[config.mk]
export PLATFORM = sky130hd
export DESIGN_NAME = top
export DESIGN_NICKNAME = d
export VERILOG_FILES = /design/src/rtl/top_pkg.sv /design/src/rtl/moving_window_integrator.sv /design/src/rtl/top.sv
export SDC_FILE = /design/constraint.sdc
export NUM_CORES = 2
export LEC_CHECK = 0
export BUFFER_PORTS_ARGS = -buffer_cell sky130_fd_sc_hd__clkbuf_2
export CAP_MARGIN = 0
export CORE_MARGIN = 4
export CORE_UTILIZATION = 40
export DETAILED_ROUTE_END_ITERATION = 6
export HOLD_SLACK_MARGIN = 0.08
export PLACE_DENSITY_LB_ADDON = 0.3
export SETUP_SLACK_MARGIN = 0.1
export SLEW_MARGIN = 20
export SYNTH_ARGS = -nofsm -noshare
export SYNTH_HDL_FRONTEND = slang
export SYNTH_HIERARCHICAL = 1
export SYNTH_SLANG_ARGS = --single-unit
[constraint.sdc]
create_clock -name clk -period 26.1 [get_ports clk]
set_clock_uncertainty 0.15 [all_clocks]
set_input_delay 5.22 -clock clk [delete_from_list [all_inputs] [get_ports clk]]
set_output_delay 5.22 -clock clk [all_outputs]
set_load 0.1 [all_outputs]
[src/rtl/top_pkg.sv]
// top_pkg: shared constants and helpers for the Pan-Tompkins front end.
// Tap offsets, shift amounts, accumulator widths and saturation.
package top_pkg;

  localparam int DEF_DATA_WIDTH = 16;

  localparam int LPF_TAP_A = 6;
  localparam int LPF_TAP_B = 12;
  localparam int HPF_TAP_MID = 16;
  localparam int HPF_TAP_LEN = 32;

  localparam int LPF_SHIFT = 5;
  localparam int HPF_SHIFT = 5;
  localparam int DER_SHIFT = 3;

  localparam int LPF_ACC_W = 24;
  localparam int HPF_ACC_W = 24;
  localparam int SAT_W = 48;

  // Clamp a wide signed value into a w-bit two's complement range.
  function automatic logic signed [SAT_W-1:0] sat(
    input logic signed [SAT_W-1:0] v,
    input int w
  );
    logic signed [SAT_W-1:0] hi;
    logic signed [SAT_W-1:0] lo;
    hi = (SAT_W'(1) <<< (w - 1)) - 1;
    lo = -hi - 1;
    if (v > hi) return hi;
    if (v < lo) return lo;
    return v;
  endfunction

endpackage

[src/rtl/moving_window_integrator.sv]
// moving_window_integrator: mean of the last MWI_LEN samples.
// Ports: clk, rstn (sync, active-high), en, din (>=0), dout (registered).
module moving_window_integrator
  import top_pkg::*;
#(
  parameter int MWI_LEN = 32,
  parameter int DATA_WIDTH = DEF_DATA_WIDTH
) (
  input  logic                         clk,
  input  logic                         rstn,
  input  logic                         en,
  input  logic signed [DATA_WIDTH-1:0] din,
  output logic signed [DATA_WIDTH-1:0] dout
);

  localparam int LOG = $clog2(MWI_LEN);
  localparam int SUM_W = DATA_WIDTH + LOG;

  logic [DATA_WIDTH-1:0] mem [MWI_LEN];
  logic [LOG-1:0]        ptr;
  logic [SUM_W-1:0]      sum;
  logic [SUM_W-1:0]      sum_n;

  // mem[ptr] holds the sample leaving the window this step.
  always_comb begin
    sum_n = sum
          + SUM_W'($unsigned(din))
          - SUM_W'(mem[ptr]);
  end

  always_ff @(posedge clk) begin
    if (rstn) begin
      for (int i = 0; i < MWI_LEN; i++) begin
        mem[i] <= '0;
      end
      ptr  <= '0;
      sum  <= '0;
      dout <= '0;
    end else if (en) begin
      mem[ptr] <= din;
      ptr      <= ptr + 1'b1;
      sum      <= sum_n;
      dout     <= DATA_WIDTH'(sum_n >> LOG);
    end
  end

endmodule

[src/rtl/top.sv]
// top: Pan-Tompkins LPF -> HPF -> derivative -> square -> MWI chain.
// Ports: clk, rstn (sync, active-high), en, xin, y. Macro: TOP_MWI_EN.
module top
  import top_pkg::*;
#(
  parameter int DATA_WIDTH = DEF_DATA_WIDTH,
  parameter int SQ_SHIFT = 8,
  parameter int MWI_LEN = 32
) (
  input  logic                         clk,
  input  logic                         rstn,
  input  logic                         en,
  input  logic signed [DATA_WIDTH-1:0] xin,
  output logic signed [DATA_WIDTH-1:0] y
);

  localparam int W = DATA_WIDTH;
  localparam int DW = W + 3;
  localparam int HW = HPF_ACC_W + 2;

  if ((MWI_LEN < 2) || ((MWI_LEN & (MWI_LEN - 1)) != 0)) begin : g_chk
    $error("MWI_LEN must be a power of two >= 2");
  end

  logic signed [W-1:0]         xh [1:LPF_TAP_B];
  logic signed [LPF_ACC_W-1:0] l1;
  logic signed [LPF_ACC_W-1:0] l2;
  logic signed [W-1:0]         u;
  logic signed [W-1:0]         uh [1:HPF_TAP_LEN];
  logic signed [HPF_ACC_W-1:0] p;
  logic signed [W-1:0]         v;
  logic signed [W-1:0]         vh [1:4];
  logic signed [W-1:0]         d;
  logic signed [W-1:0]         s;

  logic signed [LPF_ACC_W-1:0] l_n;
  logic signed [HPF_ACC_W-1:0] p_n;
  logic signed [HW-1:0]        hx;
  logic signed [DW-1:0]        dx;
  logic signed [2*W-1:0]       dd;
  logic signed [2*W-1:0]       sq;
  logic signed [W-1:0]         u_n;
  logic signed [W-1:0]         h_n;
  logic signed [W-1:0]         d_n;
  logic signed [W-1:0]         s_n;

  always_comb begin
    l_n = (l1 <<< 1) - l2
        + LPF_ACC_W'(xin)
        - (LPF_ACC_W'(xh[LPF_TAP_A]) <<< 1)
        + LPF_ACC_W'(xh[LPF_TAP_B]);
    u_n = W'(sat(SAT_W'(l_n >>> LPF_SHIFT), W));

    p_n = p + HPF_ACC_W'(u)
        - HPF_ACC_W'(uh[HPF_TAP_LEN]);
    // 32*u[n-16] realised as a shift by the same 5
    hx  = (HW'(uh[HPF_TAP_MID]) <<< HPF_SHIFT)
        - HW'(p_n);
    h_n = W'(sat(SAT_W'(hx >>> HPF_SHIFT), W));

    dx  = (DW'(v) <<< 1) + DW'(vh[1])
        - DW'(vh[3]) - (DW'(vh[4]) <<< 1);
    d_n = W'(sat(SAT_W'(dx >>> DER_SHIFT), W));

    // square is never negative, so only the top clamp can fire
    dd  = (2*W)'(d);
    sq  = (dd * dd) >>> SQ_SHIFT;
    s_n = W'(sat(SAT_W'(sq), W));
  end

  always_ff @(posedge clk) begin
    if (rstn) begin
      for (int i = 1; i <= LPF_TAP_B; i++) begin
        xh[i] <= '0;
      end
      for (int i = 1; i <= HPF_TAP_LEN; i++) begin
        uh[i] <= '0;
      end
      for (int i = 1; i <= 4; i++) begin
        vh[i] <= '0;
      end
      l1 <= '0;
      l2 <= '0;
      u  <= '0;
      p  <= '0;
      v  <= '0;
      d  <= '0;
      s  <= '0;
    end else if (en) begin
      xh[1] <= xin;
      for (int i = 2; i <= LPF_TAP_B; i++) begin
        xh[i] <= xh[i-1];
      end
      l2 <= l1;
      l1 <= l_n;
      u  <= u_n;

      uh[1] <= u;
      for (int i = 2; i <= HPF_TAP_LEN; i++) begin
        uh[i] <= uh[i-1];
      end
      p <= p_n;
      v <= h_n;

      vh[1] <= v;
      for (int i = 2; i <= 4; i++) begin
        vh[i] <= vh[i-1];
      end
      d <= d_n;
      s <= s_n;
    end
  end

`ifdef TOP_MWI_EN
  moving_window_integrator #(
    .MWI_LEN   (MWI_LEN),
    .DATA_WIDTH(W)
  ) u_mwi (
    .clk (clk),
    .rstn(rstn),
    .en  (en),
    .din (s),
    .dout(y)
  );
`else
  assign y = s;
`endif

endmodule

==> out/metrics.yaml <==
setup_viol: 0
max_freq_ghz: 0.105
cts.path.max_buffers: 3
synth_cells: 3802
cts.repair.resized: 0
yosysTopAreaCellShare_pct: 47.7
fin_area_sq_um: 53500
reg2reg_slack_ps: 17550
ys_ff_latch: 904
p_leak_nw: 22.7
critPathLaunch: "xin[0]"
cp_top_family: "compound AO/OA/AOI/OAI gates"
antenna_found_initial: 3
cp_cell_sequence: "clkbuf_2, inv_1, ha_1, inv_1, fa_1, fa_1, ha_1, inv_1, fa_1, nor2b_1, o21ai_1, a21boi_2, o221ai_2, a21oi_2, a311oi_4, o21ai_2, o41ai_4, xnor2_1, o31ai_4, a221o_2"
first_pass_iters: 5
cp.required_ps: 26500
drt-initial-drc-count: 1803
final_layout_size_suffix_gt1_share_pct: 6.55
r2r_start: "d[1]$_SDFFE_PP0P_"
syn_to_final_growth_pct: 10.7
via_per_inst: 4.70
finalCritPeriodShare_pct: 36.5
synth.cell_area_sq_um: 48300
grt.total_usage_pct: 13.6
crit_slowest_cell: "fa_1"
worstRegToRegCells: 20
grt_max_degree: 295
path_buf_inv: 4
cts_root_buf: "clkbuf_16"
rsz0062_at_grt: "no"
cts_setup_buffers: 0
yosys-top-cells-area: "edfxtp_1 48%, fa_1 15%, and2_1 9.9%"
dpl.hpwl_um: 54200
core-area_sq_um: 120000
avgSynthCellArea_sq_um: 12.7
worstPathMaxFanout: 15
drv_cap: 0
grt_pass1_vias: 26326
insertion_delay_ps: 700
clkSinkCount: 904
ioPinCount: 35
critical_path_class: "in -> reg"
vias: 25889
worst_pin_slew_ps: 1030
p_per_area_nw_per_um2: 119
start_util_pct: 40.3
yosysSeqAreaShare_pct: 53.4
yosys.area.top_type: "edfxtp_1"
status: "finished clean"
endpoint_kind: "register"
max-vdd-ir-drop_uv: 88.3
synth_ff_type: "edfxtp_1"
worstSetupEndpoint: "u[1]$_SDFFE_PP0P_"
die_area_sq_um: 126000
place_congestion: 0.837
cts_hold_buffers: 0
ys_async_sr_fraction_pct: 0
hp-class: "reg -> reg"
timing.final.crit_period_ps: 9520
setup_tns_ps: 0
dieHeight_um: 356
ys_types: 84
cts_tree: "done"
final_nets: 4360
syn-num-nets: 4350
path_depth: 20
grt_pass1_wl_um: 140000
maxSlewViolCount: 0
placed_cell_area_sq_um: 50100
yosysWarnings: 6
n_antenna_cell: 0
cts.htree.levels: 3
die_x_um: 356
cp.arrival_ps: 9910
regToRegEndpoint: "y[8]$_SDFFE_PP0P_"
start_kind: "input pin"
clk_pin_slew_ps: 60
final_antenna_net_count: 0
grt_overflow_total: 0
wire_per_inst_um: 15.4
io_buffers: 34
max_stage_delay_ps: 500
rows: 127
routed_wl_um: 84600
slew_headroom_pct: 31.5
cts_buffers: 95
drc: 0
synth_edf_count: 768
hold_violations: 0
-- layer usage --
layer  GRT usage, %  wire length [um]  up-vias
met4           4.08              2280        0
li1               -                 -    12533
met1           20.1             41600    12909
met2           20.9             38000      322
met3           2.04              2720      125
met5              0                 0        -
-- sequential cells by signal, summed over array words and instances (netlist names) --
| name | flops |
|---|---|
| v | 16 |
| u | 16 |
| d | 16 |
| l2 | 24 |
| xh | 192 |
| uh | 512 |
| l1 | 24 |
| y | 16 |
| vh | 64 |
| p | 24 |
-- placed cells by master (no fill, tap or decap), types with 44 or more instances in the layout --
master     count
o21ai_0       46
xnor2_1       71
a21o_1        44
nand2_1      119
a21oi_1       70
nor2_1       179
clkbuf_16     95
fa_1         355
ha_1         174
dfxtp_1      136
inv_1        540
and2_1       762
edfxtp_1     768
mux2i_1       48
-- tightest hold or removal path, cell delays in order, from the launching register on --
cell and delay, ps:
dfxtp_1 310, nand2_1 50, nand2_1 40
-- synth_stat cells (19+ instances only) --
cell type / instances
nand2b_1: 20
a21o_1: 44
clkbuf_1: 128
nor3_1: 19
and2_1: 762
edfxtp_1: 768
a21oi_1: 70
dfxtp_1: 136
xnor2_1: 71
ha_1: 174
nand3_1: 20
xor2_1: 40
nor2_1: 180
mux2i_1: 48
o21ai_0: 46
fa_1: 355
a221o_1: 23
nand2_1: 119
inv_1: 541
-- worst min path at each step --
stage / from / endpoint / slack, ps / depth (start not counted)
finish: l1[23]$_SDFFE_PP0P_ / l1[23]$_SDFFE_PP0P_ / 300 / 2
global route: l1[23]$_SDFFE_PP0P_ / l1[23]$_SDFFE_PP0P_ / 310 / 2
CTS: l1[23]$_SDFFE_PP0P_ / l1[23]$_SDFFE_PP0P_ / 300 / 2
detailed placement: l1[23]$_SDFFE_PP0P_ / l1[23]$_SDFFE_PP0P_ / 290 / 2
global placement: l1[23]$_SDFFE_PP0P_ / l1[23]$_SDFFE_PP0P_ / 290 / 2
floorplan: l1[23]$_SDFFE_PP0P_ / l1[23]$_SDFFE_PP0P_ / 270 / 2
-- through the flow --
stage	instances	setup WS, ps	util [%]	hold WS [ps]	power (mW)
6_report	5507	16580	44.6	300	6.35
3_5_place_dp	5326	15810	41.8	293	4.97
3_3_place_gp	5326	15840	41.8	288	4.91
4_1_cts	5506	16490	44.6	303	6.43
5_1_grt	5507	16360	44.6	312	6.91
2_1_floorplan	3802	351	-	272	4.38
-- layout make-up --
| class | instances | area (sq um) |
|---|---|---|
| sequential | 904 | 25800 |
| tap | 1612 | 2020 |
| inverter | 541 | 2040 |
| timing repair buffer | 54 | 368 |
| clock inverter | 56 | 774 |
| clock buffer | 124 | 2550 |
| multi-input combinational | 2216 | 20000 |
| fill | 10907 | 66500 |
-- cells by family after synthesis --
kind of cell    Yosys count  share of synthesized area [%]
simple gates           1188                           13.8
flops                   904                           53.4
buf+inv                 682                           5.37
fa+ha+maj               529                           19.2
compound gates          336                           5.11
xor+xnor                111                           2.01
mux                      52                           1.09
-- report_power, final --
group | switching (mW) | leakage [nW] | total (mW) | internal [mW]
sequential | 0.105 | 9.63 | 1.83 | 1.73
combinational | 1.82 | 11.4 | 3.10 | 1.28
clock | 0.591 | 1.61 | 1.42 | 0.828
total | 2.52 | 22.7 | 6.35 | 3.83
(Power assumes the default switching activity.)
